--- src/rtl/serpent_round_ctrl.sv ---
// Iterative Serpent round sequencer: loads a block, steps an external round datapath ROUNDS times, then holds the result.
// Optional decrypt ordering (reversed round/subkey index, o_first marker) is enabled by defining SERPENT_ROUND_CTRL_DECRYPT_EN.
module serpent_round_ctrl #(
    parameter int ROUNDS = 32
) (
    input  logic         i_clk,
    input  logic         i_rst,
    input  logic         i_valid,
    output logic         o_ready,
    input  logic [127:0] i_data,
    output logic [127:0] o_rnd_data,
    output logic [5:0]   o_round,
    output logic [5:0]   o_sk_idx,
    output logic         o_last,
    input  logic [127:0] i_rnd_data,
    output logic         o_valid,
    input  logic         i_ready,
    output logic [127:0] o_data,
    output logic         o_busy
`ifdef SERPENT_ROUND_CTRL_DECRYPT_EN
    ,
    input  logic         i_decrypt,
    output logic         o_first
`endif
);

    localparam logic [5:0] LAST = 6'(ROUNDS - 1);

    typedef enum logic [1:0] {
        IDLE,
        RUN,
        DONE
    } state_t;

    state_t       state_q;
    logic [127:0] data_q;
    logic [5:0]   step_q;
    logic [5:0]   round_q;
    logic         last_q;
    logic         valid_q;
    logic         ready_q;
    logic         busy_q;
    logic [5:0]   step_d;
    logic         dec_acc;
    logic         mode_now;

    assign step_d = step_q + 6'd1;

`ifdef SERPENT_ROUND_CTRL_DECRYPT_EN
    logic mode_q;
    logic first_q;
    assign dec_acc  = i_decrypt;
    assign mode_now = mode_q;
    assign o_first  = first_q;
`else
    assign dec_acc  = 1'b0;
    assign mode_now = 1'b0;
`endif

    // All port-visible controls are registered; the next-cycle values are chosen
    // alongside the state transition so they line up with the step being run.
    always_ff @(posedge i_clk) begin
        if (i_rst) begin
            state_q <= IDLE;
            data_q  <= '0;
            step_q  <= '0;
            round_q <= '0;
            last_q  <= 1'b0;
            valid_q <= 1'b0;
            ready_q <= 1'b1;
            busy_q  <= 1'b0;
`ifdef SERPENT_ROUND_CTRL_DECRYPT_EN
            mode_q  <= 1'b0;
            first_q <= 1'b0;
`endif
        end else begin
            case (state_q)
                IDLE: begin
                    if (i_valid) begin
                        state_q <= RUN;
                        data_q  <= i_data;
                        step_q  <= '0;
                        round_q <= dec_acc ? LAST : 6'd0;
                        last_q  <= (LAST == 6'd0);
                        ready_q <= 1'b0;
                        busy_q  <= 1'b1;
`ifdef SERPENT_ROUND_CTRL_DECRYPT_EN
                        mode_q  <= i_decrypt;
                        first_q <= 1'b1;
`endif
                    end
                end
                RUN: begin
                    data_q <= i_rnd_data;
`ifdef SERPENT_ROUND_CTRL_DECRYPT_EN
                    first_q <= 1'b0;
`endif
                    if (step_q == LAST) begin
                        state_q <= DONE;
                        step_q  <= '0;
                        round_q <= '0;
                        last_q  <= 1'b0;
                        valid_q <= 1'b1;
                    end else begin
                        step_q  <= step_d;
                        round_q <= mode_now ? (LAST - step_d) : step_d;
                        last_q  <= (step_d == LAST);
                    end
                end
                DONE: begin
                    if (i_ready) begin
                        state_q <= IDLE;
                        valid_q <= 1'b0;
                        ready_q <= 1'b1;
                        busy_q  <= 1'b0;
                    end
                end
                default: state_q <= IDLE;
            endcase
        end
    end

    assign o_ready    = ready_q;
    assign o_rnd_data = data_q;
    assign o_data     = data_q;
    assign o_round    = round_q;
    assign o_sk_idx   = round_q;
    assign o_last     = last_q;
    assign o_valid    = valid_q;
    assign o_busy     = busy_q;

endmodule

--- config.mk ---
export PLATFORM = sky130hd
export DESIGN_NAME = serpent_round_ctrl
export DESIGN_NICKNAME = d
export VERILOG_FILES = /design/src/rtl/serpent_round_ctrl.sv
export SDC_FILE = /design/constraint.sdc
export NUM_CORES = 1
export LEC_CHECK = 0
export CORE_AREA = 10 10 201 203
export CTS_BUF_LIST = sky130_fd_sc_hd__clkbuf_16
export CTS_CLUSTER_DIAMETER = 200
export DETAILED_ROUTE_END_ITERATION = 10
export DIE_AREA = 0 0 211 213
export GPL_TIMING_DRIVEN = 0
export SLEW_MARGIN = 0
export SYNTH_ARGS = -nofsm -noshare
export SYNTH_HDL_FRONTEND = slang
export SYNTH_SLANG_ARGS = --single-unit
--- constraint.sdc ---
create_clock -name i_clk -period 5.25 [get_ports i_clk]
set_clock_uncertainty 0.15 [all_clocks]
set_input_delay 0.525 -clock i_clk [delete_from_list [all_inputs] [get_ports i_clk]]
set_output_delay 0.525 -clock i_clk [all_outputs]
set_load 0.02 [all_outputs]
After elaboration in Yosys (flattened, before gate mapping)

Cells that the tools add are included.
Widths: inputs -> output; s select.

Flip-flop bits (word level): 140
Output and inout port bits: 272
Word-level logic and storage cells: 42

Add/sub/neg operators: 1
Eq/ne operators: 7
Muxes and demuxes: 19
Reduce and logical (&&, ||, !) cells: 8

Operators by type and width:

| operator            | number |
|---|---|
| $pmux 128 s2        | 1 |
| $mux 128            | 1 |
| $eq 6x5->1 const B  | 2 |
| $mux 6              | 2 |
| $pmux 6 s2          | 1 |
| $reduce_and 3->1    | 3 |
| $pmux 1 s2          | 4 |
| $add 6x1->6 const B | 1 |
| $mux 1              | 6 |
| $mux 2              | 3 |
| $ne 2x2->1 const B  | 3 |
| $pmux 2 s3          | 1 |
| $reduce_bool 2->1   | 3 |
| $eq 2x1->1 const B  | 1 |
| $eq 2x2->1 const B  | 1 |
| $logic_not 2->1     | 1 |
| $reduce_and 2->1    | 1 |

Depth between registers and ports, before layout

Depth in word-level cells: 4
Gate-level depth with buffers: 7
Gate-level depth less buffers: 5

Worst setup path after synthesis

No wires, ideal clock.

Path type: flip-flop to flip-flop
Start: register, netlist name o_round[0]
End: register last_q, in the netlist o_last
Library setup time: 0.096 ns
Data arrival time: 1.500 ns
Required time: 5.004 ns
Slack: 3.505 ns
Cell stages (with the launch flop): 6
Buffers on the path: 0
Cells stage by stage: dfxtp_1 -> ha_1 -> and3_1 -> a31oi_4 -> nand2_1 -> o41ai_2

RTL lines:

| item                   | RTL line | RTL |
|---|---|---|
| end signal: assignment | 84       | `last_q <= (LAST == 6'd0);` |
| end signal: assignment | 107      | `last_q <= (step_d == LAST);` |
| end: declaration       | 39       | `logic last_q;` |

Worst setup path in the final report

Start: input port i_rst
End: register data_q[121], in the netlist o_data[121]

RTL lines:

| item                   | RTL line | RTL |
|---|---|---|
| start: declaration     | 7        | `input logic i_rst,` |
| end signal: assignment | 81       | `data_q <= i_data;` |
| end signal: assignment | 94       | `data_q <= i_rnd_data;` |
| end: declaration       | 36       | `logic [127:0] data_q;` |

No word-level cell between the ends.

==> results.sh <==
export IMPL_p_switching_w=0.00121
export IMPL_end_kind="flop"
export IMPL_reg2reg_depth=6
export IMPL_syn_mean_instance_area_um2=7.95
export IMPL_hold_start="o_busy"
export IMPL_rsz0062_at_grt="no"
export IMPL_insertion_delay_ns=0.43
export IMPL_synth_area_leaders="dfxtp_1, buf_4, nand2_1"
export IMPL_tightest_slew_ns=1.10
export IMPL_die_area_um2=44900
export IMPL_period_minus_slack_ns=2.43
export IMPL_pwr_share_comb_pct=33.5
export IMPL_critPathSlowestCell="clkbuf_1"
export IMPL_synthToLayoutAreaGrowth_pct=88.6
export IMPL_yosys_warnings=0
export IMPL_grt_max_degree=17
export IMPL_nFillCells=3727
export IMPL_drc=0
export IMPL_cpLargestDelayFamily="buffers and inverters"
export IMPL_dp_final_hpwl_mm=33.6
export IMPL_status="complete, no violations"
export IMPL_cts_hold_buf=0
export IMPL_yosysTopAreaCell="dfxtp_1"
export IMPL_hold_end="o_busy"
export IMPL_worst_hold_path_num_cells=2
export IMPL_clk_pin_slew_worst_paths_ns=0.06
export IMPL_p_leak_nw=5.60
export IMPL_nets=1733
export IMPL_cts_path_max_buffers=2
export IMPL_seq_area_frac_synth_pct=38.3
export IMPL_required_ns=5.37
export IMPL_crit_chain="clkbuf_1 > clkbuf_1 > clkbuf_1 > a311oi_1"
export IMPL_cts_root_buffer="clkbuf_16"
export IMPL_std_cell_rows=70
export IMPL_total_power_w=0.00378
export IMPL_place_gp_congestion=0.851
export IMPL_drtPass1Iterations=5
export IMPL_synth_cell_type_count=31
export IMPL_worst_hold_slack_ns=0.337
export IMPL_htree_levels=4
export IMPL_cap_violations=0
export IMPL_cp_num_buf_inv=3
export IMPL_finalSetupViolCount=0
export IMPL_finalCritPeriodShare_pct=46.2
export IMPL_antenna_found_initial=0
export IMPL_r2r_end="o_data[54]"
export IMPL_grt_total_usage_pct=17.9
export IMPL_hold_class="flop to flop"
export IMPL_post_cts_setup_buffer_count=0
export IMPL_ctsResizeCount=0
export IMPL_critical_path_max_fanout=10
export IMPL_intPower_w=0.00257
export IMPL_grt_pass1_wl_mm=59.6
export IMPL_fin_util_pct=38.1
export IMPL_ys_seq_elements=140
export IMPL_fmax_mhz=412
export IMPL_drtIter0Drc=562
export IMPL_die_height_um=213
export IMPL_p_seq_share_pct=32.9
export IMPL_grt_pass1_vias=9002
export IMPL_cts_made_buffers=17
export IMPL_synth_cells=922
export IMPL_vias=8542
export IMPL_final_common_cell="clkdlybuf4s50_1"
export IMPL_swShare_pct=32.0
export IMPL_numClockSinks=140
export IMPL_tritoncts="built"
export IMPL_antenna_cells=0
export IMPL_initial_core_util_pct=20.2
export IMPL_ant_nets=0
export IMPL_viasPerCell=4.38
export IMPL_power_frac_clock_pct=33.6
export IMPL_syn_num_nets=1184
export IMPL_die_w_um=211
export IMPL_netlist_area_leader_share_pct=38.3
export IMPL_arrival_ns=2.54
export IMPL_finalWirelength_mm=41.8
export IMPL_crit_type="input pin to flop"
export IMPL_core_area_um2=36300
export IMPL_synth_area_um2=7330
export IMPL_ioPinCount=532
export IMPL_max_slew_margin_pct=26.5
export IMPL_tns_ns=0
export IMPL_final_cell_mix="clkdlybuf4s50_1, nand2_1, buf_4"
export IMPL_path_common_cell="clkbuf_1"
export IMPL_grt_ovfl_total=0
export IMPL_timing_hold_violations_final=0
export IMPL_critical_path_max_stage_delay_ns=0.85
export IMPL_port_buffer_count=530
export IMPL_drv_slew=0
export IMPL_drt_wirelength_per_cell_um=21.4
export IMPL_r2r_start="state_q[0]"
export IMPL_cp_start_kind="input pin"
export IMPL_powerDensity_nw_per_um2=274
export IMPL_max_vdd_ir_drop_uv=212
export IMPL_r2r_slack_ns=3.26
export IMPL_drive_gt1_share_pct=16.1
## power groups by stage
stage          registers [W]  clock network, W  logic [W]
6_report             0.00124           0.00127    0.00127
5_1_grt              0.00126           0.00136    0.00135
4_1_cts              0.00125           0.00131    0.00129
3_5_place_dp         0.00127                 0    0.00128
3_3_place_gp         0.00127                 0    0.00127
2_1_floorplan        0.00135                 0   0.000492
## worst min-delay path, cell delays in order (launching register included)
cell and delay (ns):
dfxtp_1 0.32, nand2_1 0.06, a21oi_1 0.06
## cell type report
type                            instances  area, um2  area share, %
Timing Repair Buffer                  530       5310           38.4
Inverter                                3       11.3         0.0815
Multi-Input combinational cell        570       3050           22.1
Buffer                                209       1460           10.6
Clock inverter                         15        173           1.25
Tap cell                              468        586           4.24
Clock buffer                           17        425           3.08
Sequential cell                       140       2800           20.3
## cell families after synthesis
kind of cell / count (synthesis) / share of synthesized area [%]
buffers and inverters: 212 / 20.1
muxes: 2 / 0.273
DFF: 140 / 38.3
adders and majority gates: 2 / 0.342
and+or+nand+nor: 418 / 22.1
AOI/OAI and AO/OA: 145 / 18.6
xor gates and xnor gates: 3 / 0.359
## layer usage
metal / track usage (%) / vias up / part of all wire, %
met2: 30.9 / 405 / 49
met5: 0 / - / 0
met4: 7.09 / 0 / 3.0
met1: 18.9 / 3984 / 38
li1: - / 4106 / -
met3: 7.54 / 47 / 9.5
## worst max path at each step
stage | cells past startpoint | slack, ns | end | startpoint
floorplan | 5 | 3.50 | o_last | o_round[0]
global placement | 4 | 2.34 | o_data[121] | i_rst
detailed placement | 4 | 2.26 | o_data[121] | i_rst
CTS | 4 | 2.76 | o_data[121] | i_rst
global route | 4 | 2.73 | o_data[121] | i_rst
finish | 4 | 2.82 | o_data[121] | i_rst
## registers in the layout (all words and copies together), names as in the netlist
signal / flops
o_round: 6
state_q: 2
o_data: 128
o_busy: 1
o_ready: 1
o_last: 1
o_valid: 1
## Yosys cell counts, drive strengths merged
cell type,instances
nand2,260
xor2,1
nand3b,2
dfxtp,140
and4,1
a311oi,128
nor2,142
mux2i,2
xnor2,2
ha,2
nand3,3
or2,1
nor2b,3
nor3,1
o21ai,3
buf,188
o21bai,2
nand2b,3
clkbuf,21
o41ai,1
a21oi,9
a31oi,1
and3,1
a21o,1
inv,3
or3,1
## metrics by stage
step	cells	cell area [um2]	setup slack (ns)
2_1_floorplan	922	7330	3.50
3_3_place_gp	1920	13200	2.34
3_5_place_dp	1920	13200	2.26
4_1_cts	1952	13800	2.76
5_1_grt	1952	13800	2.73
6_report	1952	13800	2.82
No activity file was read; power rests on OpenSTA's default activity.
